**src/rtl/cmp_pkg.sv**
```systemverilog
// Shared types for the cascadable magnitude comparator slice.
package cmp_pkg;

  localparam int unsigned CMP_W = 8;

  // Operand word: index 0 is the most significant bit.
  typedef logic [0:CMP_W-1] cmp_word_t;

  // Cascade pair carried between bit cells and between stages.
  typedef struct packed {
    logic eq;
    logic gt;
  } cmp_casc_t;

  // Value injected at the top of a cascade: "all higher bits equal".
  localparam cmp_casc_t CASC_TOP = '{eq: 1'b1, gt: 1'b0};

endpackage

```
**src/rtl/cmp1_slice.sv**
```systemverilog
// One-bit combinational cascade cell; bits are walked from MSB to LSB.
module cmp1_slice (
  input  logic ai,
  input  logic bi,
  input  logic eq_in,
  input  logic gt_in,
  output logic eq_out,
  output logic gt_out
);

  // A pending "greater" wins; otherwise this bit can only decide if everything above tied.
  always_comb begin
    gt_out = gt_in | (eq_in & ai & ~bi);
    eq_out = eq_in & ~gt_in & ~(ai ^ bi);
  end

endmodule

```
**src/rtl/cmp8_cascade.sv**
```systemverilog
// Cascadable unsigned magnitude comparator with one registered output stage.
module cmp8_cascade
  import cmp_pkg::*;
#(
  parameter int unsigned WIDTH = CMP_W
) (
  input  logic             clk,
  input  logic             rst,
  input  logic             in_valid,
  input  logic [0:WIDTH-1] a,
  input  logic [0:WIDTH-1] b,
  input  logic             eq,
  input  logic             gt,
  output logic             out_valid,
  output logic             EQ,
  output logic             GT
);

  // chain[i] is the cascade state entering bit i; chain[WIDTH] is the result.
  cmp_casc_t chain [WIDTH+1];

  logic eq_d, eq_q;
  logic gt_d, gt_q;
  logic valid_d, valid_q;

  // Seed the bit chain from the cascade inputs of the more-significant stage.
  always_comb begin
    chain[0].eq = eq;
    chain[0].gt = gt;
  end

  for (genvar i = 0; i < WIDTH; i++) begin : g_bit
    cmp1_slice u_slice (
      .ai     (a[i]),
      .bi     (b[i]),
      .eq_in  (chain[i].eq),
      .gt_in  (chain[i].gt),
      .eq_out (chain[i+1].eq),
      .gt_out (chain[i+1].gt)
    );
  end

  // Capture a new result only on valid input; otherwise keep the last one so
  // operands presented while idle never reach the outputs.
  always_comb begin
    eq_d    = eq_q;
    gt_d    = gt_q;
    valid_d = in_valid;
    if (in_valid) begin
      eq_d = chain[WIDTH].eq;
      gt_d = chain[WIDTH].gt;
    end
  end

  // Output register with synchronous reset overriding any input.
  always_ff @(posedge clk) begin
    if (rst) begin
      eq_q    <= '0;
      gt_q    <= '0;
      valid_q <= '0;
    end else begin
      eq_q    <= eq_d;
      gt_q    <= gt_d;
      valid_q <= valid_d;
    end
  end

  assign EQ        = eq_q;
  assign GT        = gt_q;
  assign out_valid = valid_q;

endmodule

```
**config.mk**
```make
export PLATFORM = sky130hd
export DESIGN_NAME = cmp8_cascade
export DESIGN_NICKNAME = d
export VERILOG_FILES = /design/src/rtl/cmp_pkg.sv /design/src/rtl/cmp1_slice.sv /design/src/rtl/cmp8_cascade.sv
export SDC_FILE = /design/constraint.sdc
export NUM_CORES = 1
export LEC_CHECK = 0
export BUFFER_PORTS_ARGS = -buffer_cell sky130_fd_sc_hd__buf_2
export CORE_AREA = 3 3 40 42
export DETAILED_ROUTE_END_ITERATION = 16
export DIE_AREA = 0 0 43 45
export PLACE_DENSITY = 0.6
export SLEW_MARGIN = 20
export SYNTH_ARGS = -nofsm -noshare
export SYNTH_HDL_FRONTEND = slang
export SYNTH_SLANG_ARGS = --single-unit
export TNS_END_PERCENT = 20
```
**constraint.sdc**
```tcl
create_clock -name clk -period 1 [get_ports clk]
set_input_delay 0.15 -clock clk [delete_from_list [all_inputs] [get_ports clk]]
set_output_delay 0.15 -clock clk [all_outputs]
set_load 0.03 [all_outputs]
```
==> metrics.md <==
| Metric | Value |
|---|---|
| Outcome | `complete, no violations` |
| Max Cap Viol | `0` |
| Final Hold Fails | `0` |
| Sw frac | `0.292` |
| Setup violations, final | `0` |
| Gate power share | `0.350` |
| Seq pwr share | `0.242` |
| # IOs | `24` |
| Layout cell share with drive strength beyond 1 | `0.493` |
| Dpl cells | `82` |
| Mapped Avg Cell Area | `roughly 8.6 um^2` |
| Worst-Margin Slew | `around 240 ps` |
| Clock Sink Count | `3` |
| Syn nets | `60` |
| Non-Filler Instances | `86` |
| IO buf count | `23` |
| Die span in y | `45 um` |
| Data arrival time of the critical path | `1110 ps` |
| DRT Pass-1 Iters | `3` |
| DR vias | `about 380` |
| Initial DRC count | `6` |
| Mapped Area | `roughly 340 um^2` |
| Drc violations | `0` |
| Yosys reg bits | `3` |
| Post-DP HPWL | `~750 um` |
| H-tree levels | `1` |
| CTS Buf Count | `3` |
| Std-Cell Rows | `13` |
| Core footprint | `1280 um^2` |
| CP Data Required Time | `~1100 ps` |
| Startpoint type of the worst setup path | `input port` |
| Antenna violations before repair | `0` |
| Initial Util | `0.261` |
| Power Internal | `372 uW` |
| Hold buffers post-CTS | `0` |
| RSZ-0062 raised after global routing | `true` |
| Grt ovf | `0` |
| Nets@finish | `93` |
| Final Cycle Share | `0.969` |
| Global placer's final weighted congestion | `0.649` |
| Slew HR | `0.840` |
| F_max | `a little over 1000 MHz` |
| CTS max path bufs | `2` |
| Post-Synthesis Cells | `39` |
| Drt via density | `approximately 4.4` |
| Most frequent cells in the layout | `21 x buf_2, 5 x buf_4, 4 x nor2b_1, 4 x xor2_1` |
| Critical path type | `input port to register` |
| Clk slew on worst S/H paths | `40 ps` |
| Setup crit end kind | `register` |
| IR drop worst, VDD | `approximately 250 uV` |
| Hold crit path type | `input port to register` |
| Clock share of power | `0.408` |
| CTS Root Cell | `clkbuf_4` |
| Pleak | `0.000276 uW` |
| Power Dens Cells | `around 920 nW/um^2` |
| Wire per inst | `roughly 10 um` |
| Die ar. | `a little under 2000 um^2` |
| Antenna diodes | `0` |
| Area Growth Syn to Fin | `69.4%` |
| TritonCTS clock tree | `yes` |
| Fin crit period | `~970 ps` |
| Ys Warns | `0` |
| Chip width | `~43 um` |
| Net switching power | `about 150 uW` |
| Sequential-to-total area share from yosys stat | `0.179` |
| Clock Skew | `0 ps` |
| Setup_tns | `0 ps` |
| Crit-path max FO | `3` |
| Post-CTS Setup Inserts | `0` |
| Vias in the first global route | `about 320` |
| Cell variety after synth | `21` |
| Largest net degree at the start of global routing | `5` |
| Clk Latency, worst-skew pair | `230 ps` |
| Drt total wl | `roughly 900 um` |
| Routed Antenna Nets | `0` |
| Most common cell after layout, fill and taps aside | `buf_2` |
| First-pass GRT wire length | `between 1000 and 1500 um` |
| GRT Total Usage | `0.0975` |
| Slew Viols, Final | `0` |
logic make-up (layout without fill, tap and decap cells):
family	count (synthesis)	in the layout	synth area share
buffers and inverters	3	35	0.0336
XOR/XNOR	8	8	0.209
AO/OA/AOI/OAI	7	7	0.146
AND/OR/NAND/NOR	16	16	0.373
adder cells (fa/ha/maj)	2	2	0.0597
flip-flops	3	3	0.179
power groups by stage:
stage	Combinational (uW)	Sequential [uW]	Clock [uW]
final	184	127	214
after global routing	200	128	237
after CTS	179	127	228
after detailed placement	178	129	0
after global placement	174	129	0
after floorplan	76.6	140	0
repair_timing:
action	in CTS	in global routing
gates resized for setup	0	7
pin swaps	1	4
setup endpoints to repair	1	1
flip-flops by register name, summed over array words and instances, names as in the netlist:
| signal | count |
|---|---|
| EQ | 1 |
| GT | 1 |
| out_valid | 1 |
critical path, stage by stage:
cell      delay (ps)
buf_8            110
xor2_4           180
nor4b_4          300
nand4_1          120
a311oi_1         250
final cells by class:
cell class	count	area [um^2]
repair buffers	28	169
inverters	3	11.3
clock buffers	4	26.3
multi-input cells	33	283
flip-flops and latches	3	60.1
fillers	137	717
well taps	15	18.8
worst paths after layout:
path                            cells past startpoint  slack [ps]  start  endpoint
worst max-delay path                                5          30   a[1]        GT
worst min-delay path                                2         110    rst        GT
worst max register to register                      2         310     EQ        EQ
worst min register to register                      2         500     GT        GT
synth_stat cells (all sizes together):
cell	instances	area (um^2)
o31ai	2	15.0
nor3	1	10.0
nand4	1	6.26
nand2b	3	18.8
or2b	1	7.51
maj3	2	20.0
nor4	1	6.26
and3	1	7.51
dfxtp	3	60.1
nor2b	4	25.0
a21o	1	7.51
nand4b	1	8.76
nor4b	1	23.8
xnor2	3	26.3
a211oi	1	7.51
a311oi	1	8.76
a21oi	2	10.0
nor2	1	3.75
nor3b	1	7.51
inv	3	11.3
xor2	5	43.8
stage by stage:
step           area (um^2)  total power [uW]  utilization  hold WS (ps)  worst slack, ps
4_1_cts                552               535        0.429          99.4             15.7
6_report               568               525        0.442           111             30.5
5_1_grt                568               565        0.442           120            -73.6
3_3_place_gp           526               303        0.409           351             -211
2_1_floorplan          354               217            -           222            -17.6
3_5_place_dp           526               307        0.409           350             -251
per-layer routing:
layer	vias up	GRT usage	routed length, um
met5	-	0	0
met4	0	0.0723	11
met3	2	0.0518	78
met2	14	0.144	410
met1	157	0.106	376
li1	203	-	-
Note: power is estimated with default switching activity, not from simulation.
